**src/rtl/fifo_sync_fwft.sv**
```systemverilog
// Single-clock first-word-fall-through FIFO with a registered occupancy count,
// almost-full/almost-empty flags, synchronous flush and sticky overflow/underflow flags.
module fifo_sync_fwft #(
  parameter int unsigned DATA_WIDTH = 8,
  parameter int unsigned DEPTH      = 16,
  parameter int unsigned AF_THRESH  = 12,
  parameter int unsigned AE_THRESH  = 2
) (
  input  logic                      clock,
  input  logic                      reset_n,
  input  logic                      flush,
  input  logic                      clr_err,
  input  logic                      wr_en,
  input  logic [DATA_WIDTH-1:0]     wr_data,
  input  logic                      rd_en,
  output logic [DATA_WIDTH-1:0]     rd_data,
  output logic                      empty,
  output logic                      full,
  output logic                      almost_empty,
  output logic                      almost_full,
  output logic [$clog2(DEPTH):0]    count,
  output logic                      overflow,
  output logic                      underflow
);

  localparam int unsigned AW = $clog2(DEPTH);
  localparam int unsigned CW = AW + 1;

  localparam logic [AW:0] One    = CW'(1);
  localparam logic [AW:0] DepthC = CW'(DEPTH);
  localparam logic [AW:0] AfLvl  = CW'(AF_THRESH);
  localparam logic [AW:0] AeLvl  = CW'(AE_THRESH);

  logic [DATA_WIDTH-1:0] mem [DEPTH];

  logic [AW:0] wrPtrQ, wrPtrD;
  logic [AW:0] rdPtrQ, rdPtrD;
  logic [AW:0] countQ, countD;
  logic        overflowQ, overflowD;
  logic        underflowQ, underflowD;
  logic        wrAcc, rdAcc;

  // Flags decode purely from the registered count.
  assign empty        = (countQ == '0);
  assign full         = (countQ == DepthC);
  assign almost_empty = (countQ <= AeLvl);
  assign almost_full  = (countQ >= AfLvl);
  assign count        = countQ;
  assign overflow     = overflowQ;
  assign underflow    = underflowQ;

  assign rdAcc = rd_en & ~empty;
  assign wrAcc = wr_en & (~full | rdAcc);

  always_comb begin
    wrPtrD     = wrPtrQ;
    rdPtrD     = rdPtrQ;
    countD     = countQ;
    overflowD  = overflowQ & ~clr_err;
    underflowD = underflowQ & ~clr_err;
    if (flush) begin
      wrPtrD = '0;
      rdPtrD = '0;
      countD = '0;
    end else begin
      if (wrAcc) wrPtrD = wrPtrQ + One;
      if (rdAcc) rdPtrD = rdPtrQ + One;
      unique case ({wrAcc, rdAcc})
        2'b10:   countD = countQ + One;
        2'b01:   countD = countQ - One;
        default: countD = countQ;
      endcase
      // A new error event wins over a coincident clear.
      if (wr_en && !wrAcc) overflowD = 1'b1;
      if (rd_en && !rdAcc) underflowD = 1'b1;
    end
  end

  always_ff @(posedge clock or negedge reset_n) begin
    if (!reset_n) begin
      wrPtrQ     <= '0;
      rdPtrQ     <= '0;
      countQ     <= '0;
      overflowQ  <= 1'b0;
      underflowQ <= 1'b0;
    end else begin
      wrPtrQ     <= wrPtrD;
      rdPtrQ     <= rdPtrD;
      countQ     <= countD;
      overflowQ  <= overflowD;
      underflowQ <= underflowD;
    end
  end

  // Storage is not reset; only the pointer low bits address it.
  always_ff @(posedge clock) begin
    if (wrAcc && !flush) mem[wrPtrQ[AW-1:0]] <= wr_data;
  end

  assign rd_data = empty ? '0 : mem[rdPtrQ[AW-1:0]];

endmodule

```
**config.mk**
```make
export PLATFORM = sky130hd
export DESIGN_NAME = fifo_sync_fwft
export DESIGN_NICKNAME = d
export VERILOG_FILES = /design/src/rtl/fifo_sync_fwft.sv
export SDC_FILE = /design/constraint.sdc
export NUM_CORES = 1
export LEC_CHECK = 0
export ABC_AREA = 1
export BUFFER_PORTS_ARGS = -buffer_cell sky130_fd_sc_hd__buf_4
export CAP_MARGIN = 0
export CORE_MARGIN = 8
export CORE_UTILIZATION = 30
export DETAILED_ROUTE_END_ITERATION = 7
export GPL_TIMING_DRIVEN = 1
export PLACE_DENSITY_LB_ADDON = 0.08
export SLEW_MARGIN = 20
export SYNTH_ARGS = -nofsm -noshare
export SYNTH_HDL_FRONTEND = slang
export SYNTH_SLANG_ARGS = --single-unit
```
**constraint.sdc**
```tcl
create_clock -name clock -period 2.9 [get_ports clock]
set_input_delay 0.435 -clock clock [delete_from_list [all_inputs] [get_ports clock]]
set_output_delay 0.435 -clock clock [all_outputs]
set_load 0.01 [all_outputs]
```
After elaboration in Yosys (flattened, before gate mapping)
Memory sizes are Yosys's and may differ from the RTL's. Index checks and enable logic that the tools add are counted.

Order comparisons: 2. Equal/unequal tests: 3. Bitwise operators: 8. Reductions and logical operators: 10. $add $sub $neg: 4. Multiplexer cells: 13.

Operators by type and width (count): $mux W5 (5); $add A5 B1 Y5 const B (3); $pmux W5 S2 (1); $mux W8 (1); $mux W1 (6); $eq A5 B5 Y1 const B (1); $ge A5 B4 Y1 const B (1); $le A5 B2 Y1 const B (1); $logic_not A5 Y1 (1); $sub A5 B1 Y5 const B (1); $and A1 B1 Y1 (4); $reduce_bool A2 Y1 (2); $logic_and A1 B1 Y1 (3); $logic_not A1 Y1 (3); $not A1 Y1 (3); $reduce_bool A3 Y1 (1); $eq A2 B1 Y1 const B (1); $eq A2 B2 Y1 const B (1); $or A1 B1 Y1 (1).

Output and inout port bits: 19. Input bits: 14. Register bits after elaboration: 17. Bits in writable memories: 128. Memories kept: 1. Word-level logic and storage cells: 46.

Memory list: mem (words 16, bits a word 8, rd ports 1, clocked after memory_dff 0, write ports 1, line 34) `logic [DATA_WIDTH-1:0] mem [DEPTH];`.

Depth between registers and ports, before layout
Word-level depth: 9. Gate-level depth with buffers: 13. Mapped depth without buffers: 13.

Least setup slack after synthesis
Ideal clock, no wire load.

Kind: register -> register. Start: register countQ[3] (netlist: count[3]). End: register countQ[4] (netlist: count[4]). Period minus slack after synthesis: 1.906 ns. Library setup time: 0.117 ns. Path slack: 0.994 ns. Stages on the path, launching flop included: 14. Data arrival time: 1.789 ns. Path buffers: 0. Data required time: 2.783 ns. Path through: dfrtp_1 -> nor2_4 -> nand3_4 -> nand3_4 -> inv_1 -> ha_1 -> a21oi_1 -> nand2_1 -> nand2_1 -> nand2_1 -> nand2_1 -> nand2_1 -> nand2_1 -> nand2_1.

Word-level cells in the longest chain between the ends: 8. Elaborated cells on any way between the ends: 14. Classes of those cells: 2 x add/sub; 3 x eq/ne; 2 x mux; 5 x bitwise; 2 x reduce/logical.

Ends and longest elaborated chain: start, declared (line 38) `logic [AW:0] countQ, countD;`; start signal, assigned (line 89) `countQ <= countD;`; $logic_not A5 Y1 (line 44) `assign empty = (countQ == '0);`; $not A1 Y1 (line 52) `assign rdAcc = rd_en & ~empty;`; $and A1 B1 Y1 (line 52); $or A1 B1 Y1 (line 53) `assign wrAcc = wr_en & (~full | rdAcc);`; $and A1 B1 Y1 (line 53); $eq A2 B1 Y1 or $eq A2 B2 Y1 (tied branches) (line 68) `unique case ({wrAcc, rdAcc})`; $pmux W5 S2 (line 68); $mux W5 (line 61) `if (flush) begin`.

Parallel ways exist; a longest one is shown, timed or not. A chain may end at the register's enable or synchronous reset.

Worst setup path in the final report
Start: register rdPtrQ[0]. End: output port rd_data[4].

Word-level cells in the longest chain between the ends: 2.

Ends and longest elaborated chain: start, declared (line 37) `logic [AW:0] rdPtrQ, rdPtrD;`; start signal, assigned (line 88) `rdPtrQ <= rdPtrD;`; $mem_v2 Z16 W8; $mux W8 (line 100) `assign rd_data = empty ? '0 : mem[rdPtrQ[AW-1:0]];`; end, declared (line 16) `output logic [DATA_WIDTH-1:0] rd_data,`.

Every way passes these cells.

==> results.cfg <==
[yosys]
yosys_register_bits = 143
synth_area_sq_mm = 0.00628
postSynthCellCount = 560
yosys_warnings = 0
yosys-top-cells-area = edfxtp_1, nand2_1, nand3_1
synth_fp_nets = 583
ys_seq_area_share_pct = 67.2
synth.distinct_cells = 28
syn_avg_cell_area_sq_um = 11.2
synth_top_cell_area_share_pct = 61.2
synth_top_cell_by_area = edfxtp_1

[worst_setup_path]
cp_num_buf_inv = 3
critPathMostFrequentCell = nand2_1
cp_cell_sequence = inv_2 -> buf_4 -> nand2_1 -> nand3_1 -> nand3_1 -> nand2_1 -> nand2_1 -> a21oi_1 -> buf_4
crit_type = register to output port
critPathMaxStageDelay_ns = 0.41
crit_required_ns = 2.47
path_max_fanout = 22
ff2ff_path_depth = 13
cpLargestDelayFamily = buffers and inverters
cp-endpoint = rd_data[4]
setup.worst_path.end_class = output port
rrSetupSlack_ns = 0.80
cp.depth = 9
startpoint = rdPtrQ[0]$_DFFE_PN0P_
cp-start-kind = register
r2r-start = count[1]$_DFFE_PN0P_
worstReg2RegEnd = count[4]$_DFFE_PN0P_
crit_slowest_cell = dfrtp_2
arrival_ns = 2.23

[clock_tree]
cts_buffers = 17
cts.sinks = 143
root_buffer = clkbuf_16
path_clk_slew_ns = 0.06
clockBufferDepth = 2
htreeDepth = 4
cts_tree = built
post_cts_buffers = 0
insertion_delay_ns = 0.42

[global_route]
grt_max_degree = 67
grt_pass1_wl_microns = 25700
grt_overflow_total = 0
grt_pass1_vias = 4245
grt.total_usage_pct = 13.3
antenna_found_initial = 0

[sta]
rsz0062_at_grt = no
fmax_ghz = 0.376
finalCriticalPeriod_ns = 2.66
setup_violations = 0
post-route-period-util_pct = 91.8
worst_slew_pin_slew_ns = 0.545
clock_skew_ns = 0.00706
hold_viol_final = 0
fin_tns_setup_ns = 0
slew_violations = 0
timing.final.ws_setup_ns = 0.238
worst_slew_margin_rel_pct = 63.4

[die]
fp-row-count = 53
die_y_microns = 161
ioPinCount = 33
start_util_pct = 30.3
die_w_microns = 161
dieArea_sq_mm = 0.0258
core_sq_mm = 0.0208

[power_and_ir_drop]
internal_power_mw = 4.38
clkPwrFrac_pct = 32.0
power_frac_seq_pct = 35.4
vdd.ir_drop.worst_mv = 0.384
p_comb_share_pct = 32.5
p_sw_mw = 2.34
leakage_nw = 2.97
p_sw_share_pct = 34.8
powerDensity_mw_per_mm2 = 894

[cells_and_area]
layout-drive-gt1-share_pct = 17.0
diodes = 0
layout_commonest_cell = nand2_1
syn_to_final_growth_pct = 19.6
layout_common_cells = nand2_1, edfxtp_1, nand3_1, buf_4, nor2_1
nNetsFinal = 639

[drt]
antenna_left = 0
drt_iter0_markers = 338
drt_wl_total_microns = 16700
route.detailed.wl_per_inst_microns = 18.4
num_vias = 4295
dr.pass1.iters = 4
drcViolationCount = 0
vias_per_cell = 4.75

[min_path]
min_path_type = input port to register

[placement]
dpl.hpwl_microns = 10800
place_congestion = 0.761
port_buffers = 32
place_ws_ns = 0.577

[flow_run]
maxCapViolCount = 0

[run_status]
status = finished clean
-- what timing repair did --
action / 4_1_cts / 5_1_grt
resized for setup: 0 / 1
hold buffers: 1 / 0
hold endpoints to repair: 15 / 0
endpoints found under the setup margin: 0 / 3
-- final cells by class --
| class | count | area, sq um |
|---|---|---|
| multi-input combinational | 370 | 1800 |
| sequential | 143 | 4220 |
| tap | 275 | 344 |
| inverter | 22 | 82.6 |
| timing repair buffer | 62 | 484 |
| clock inverter | 14 | 149 |
| clock buffer | 18 | 429 |
| fill | 2071 | 13200 |
-- metrics by stage --
| step | cell area (sq um) | utilization, % | hold WS [ns] | instances | total power [mW] |
|---|---|---|---|---|---|
| after floorplan | 6280 | - | 0.139 | 560 | 3.89 |
| after global placement | 6920 | 33.3 | 0.317 | 871 | 4.62 |
| after detailed placement | 6920 | 33.3 | 0.317 | 871 | 4.65 |
| after CTS | 7510 | 36.2 | 0.184 | 904 | 6.82 |
| after global routing | 7510 | 36.2 | 0.185 | 904 | 7.12 |
| final | 7510 | 36.2 | 0.199 | 904 | 6.72 |
-- registers in the layout (all words and copies together) (netlist names) --
name / cells
overflow: 1
underflow: 1
rdPtrQ: 4
mem: 128
count: 5
wrPtrQ: 4
-- cells in the mapped netlist --
library cell,instances
nand2_4,5
edfxtp_1,128
a21oi_1,12
a21oi_4,1
buf_6,7
nand2_1,190
buf_2,12
ha_1,8
nor3_1,2
xnor2_1,2
fa_1,1
o32ai_1,2
xor2_1,1
nor2_1,18
nand3_1,111
nor2_8,1
nand3b_1,1
nor2_4,2
clkinv_1,3
inv_2,4
inv_1,15
nand2_2,1
dfrtp_1,15
buf_4,4
nand3_4,3
nand4_2,1
o21ai_0,8
clkbuf_1,2
-- kinds of logic after synthesis --
kind of cell | after synthesis | share of synthesized area [%]
adder cells (fa/ha/maj) | 9 | 1.91
AND/OR/NAND/NOR | 335 | 24.3
buffers and inverters | 47 | 4.12
XOR/XNOR | 3 | 0.418
flip-flops | 143 | 67.2
AO/OA/AOI/OAI | 23 | 2.13
-- routing by layer --
| layer | track usage [%] | share of wire (%) |
|---|---|---|
| met1 | 17.9 | 47 |
| met2 | 20.9 | 47 |
| met3 | 2.89 | 4.7 |
| met4 | 4.92 | 1.6 |
| met5 | 0 | 0 |
-- worst min path at each step --
stage,from,end,slack [ns],cells after the start
finish,clr_err,underflow$_DFF_PN0_,0.20,2
global route,clr_err,underflow$_DFF_PN0_,0.18,2
CTS,clr_err,underflow$_DFF_PN0_,0.18,2
detailed placement,reset_n,count[3]$_DFFE_PN0P_,0.32,1
global placement,reset_n,count[3]$_DFFE_PN0P_,0.32,1
floorplan,reset_n,count[0]$_DFFE_PN0P_,0.14,0
-- power by group through the flow --
stage | Sequential (mW) | Combinational, mW | Clock (mW)
2_1_floorplan | 2.42 | 1.47 | 0
3_3_place_gp | 2.42 | 2.21 | 0
3_5_place_dp | 2.42 | 2.23 | 0
4_1_cts | 2.38 | 2.24 | 2.20
5_1_grt | 2.39 | 2.45 | 2.28
6_report | 2.38 | 2.19 | 2.15
(Power assumes the default switching activity.)
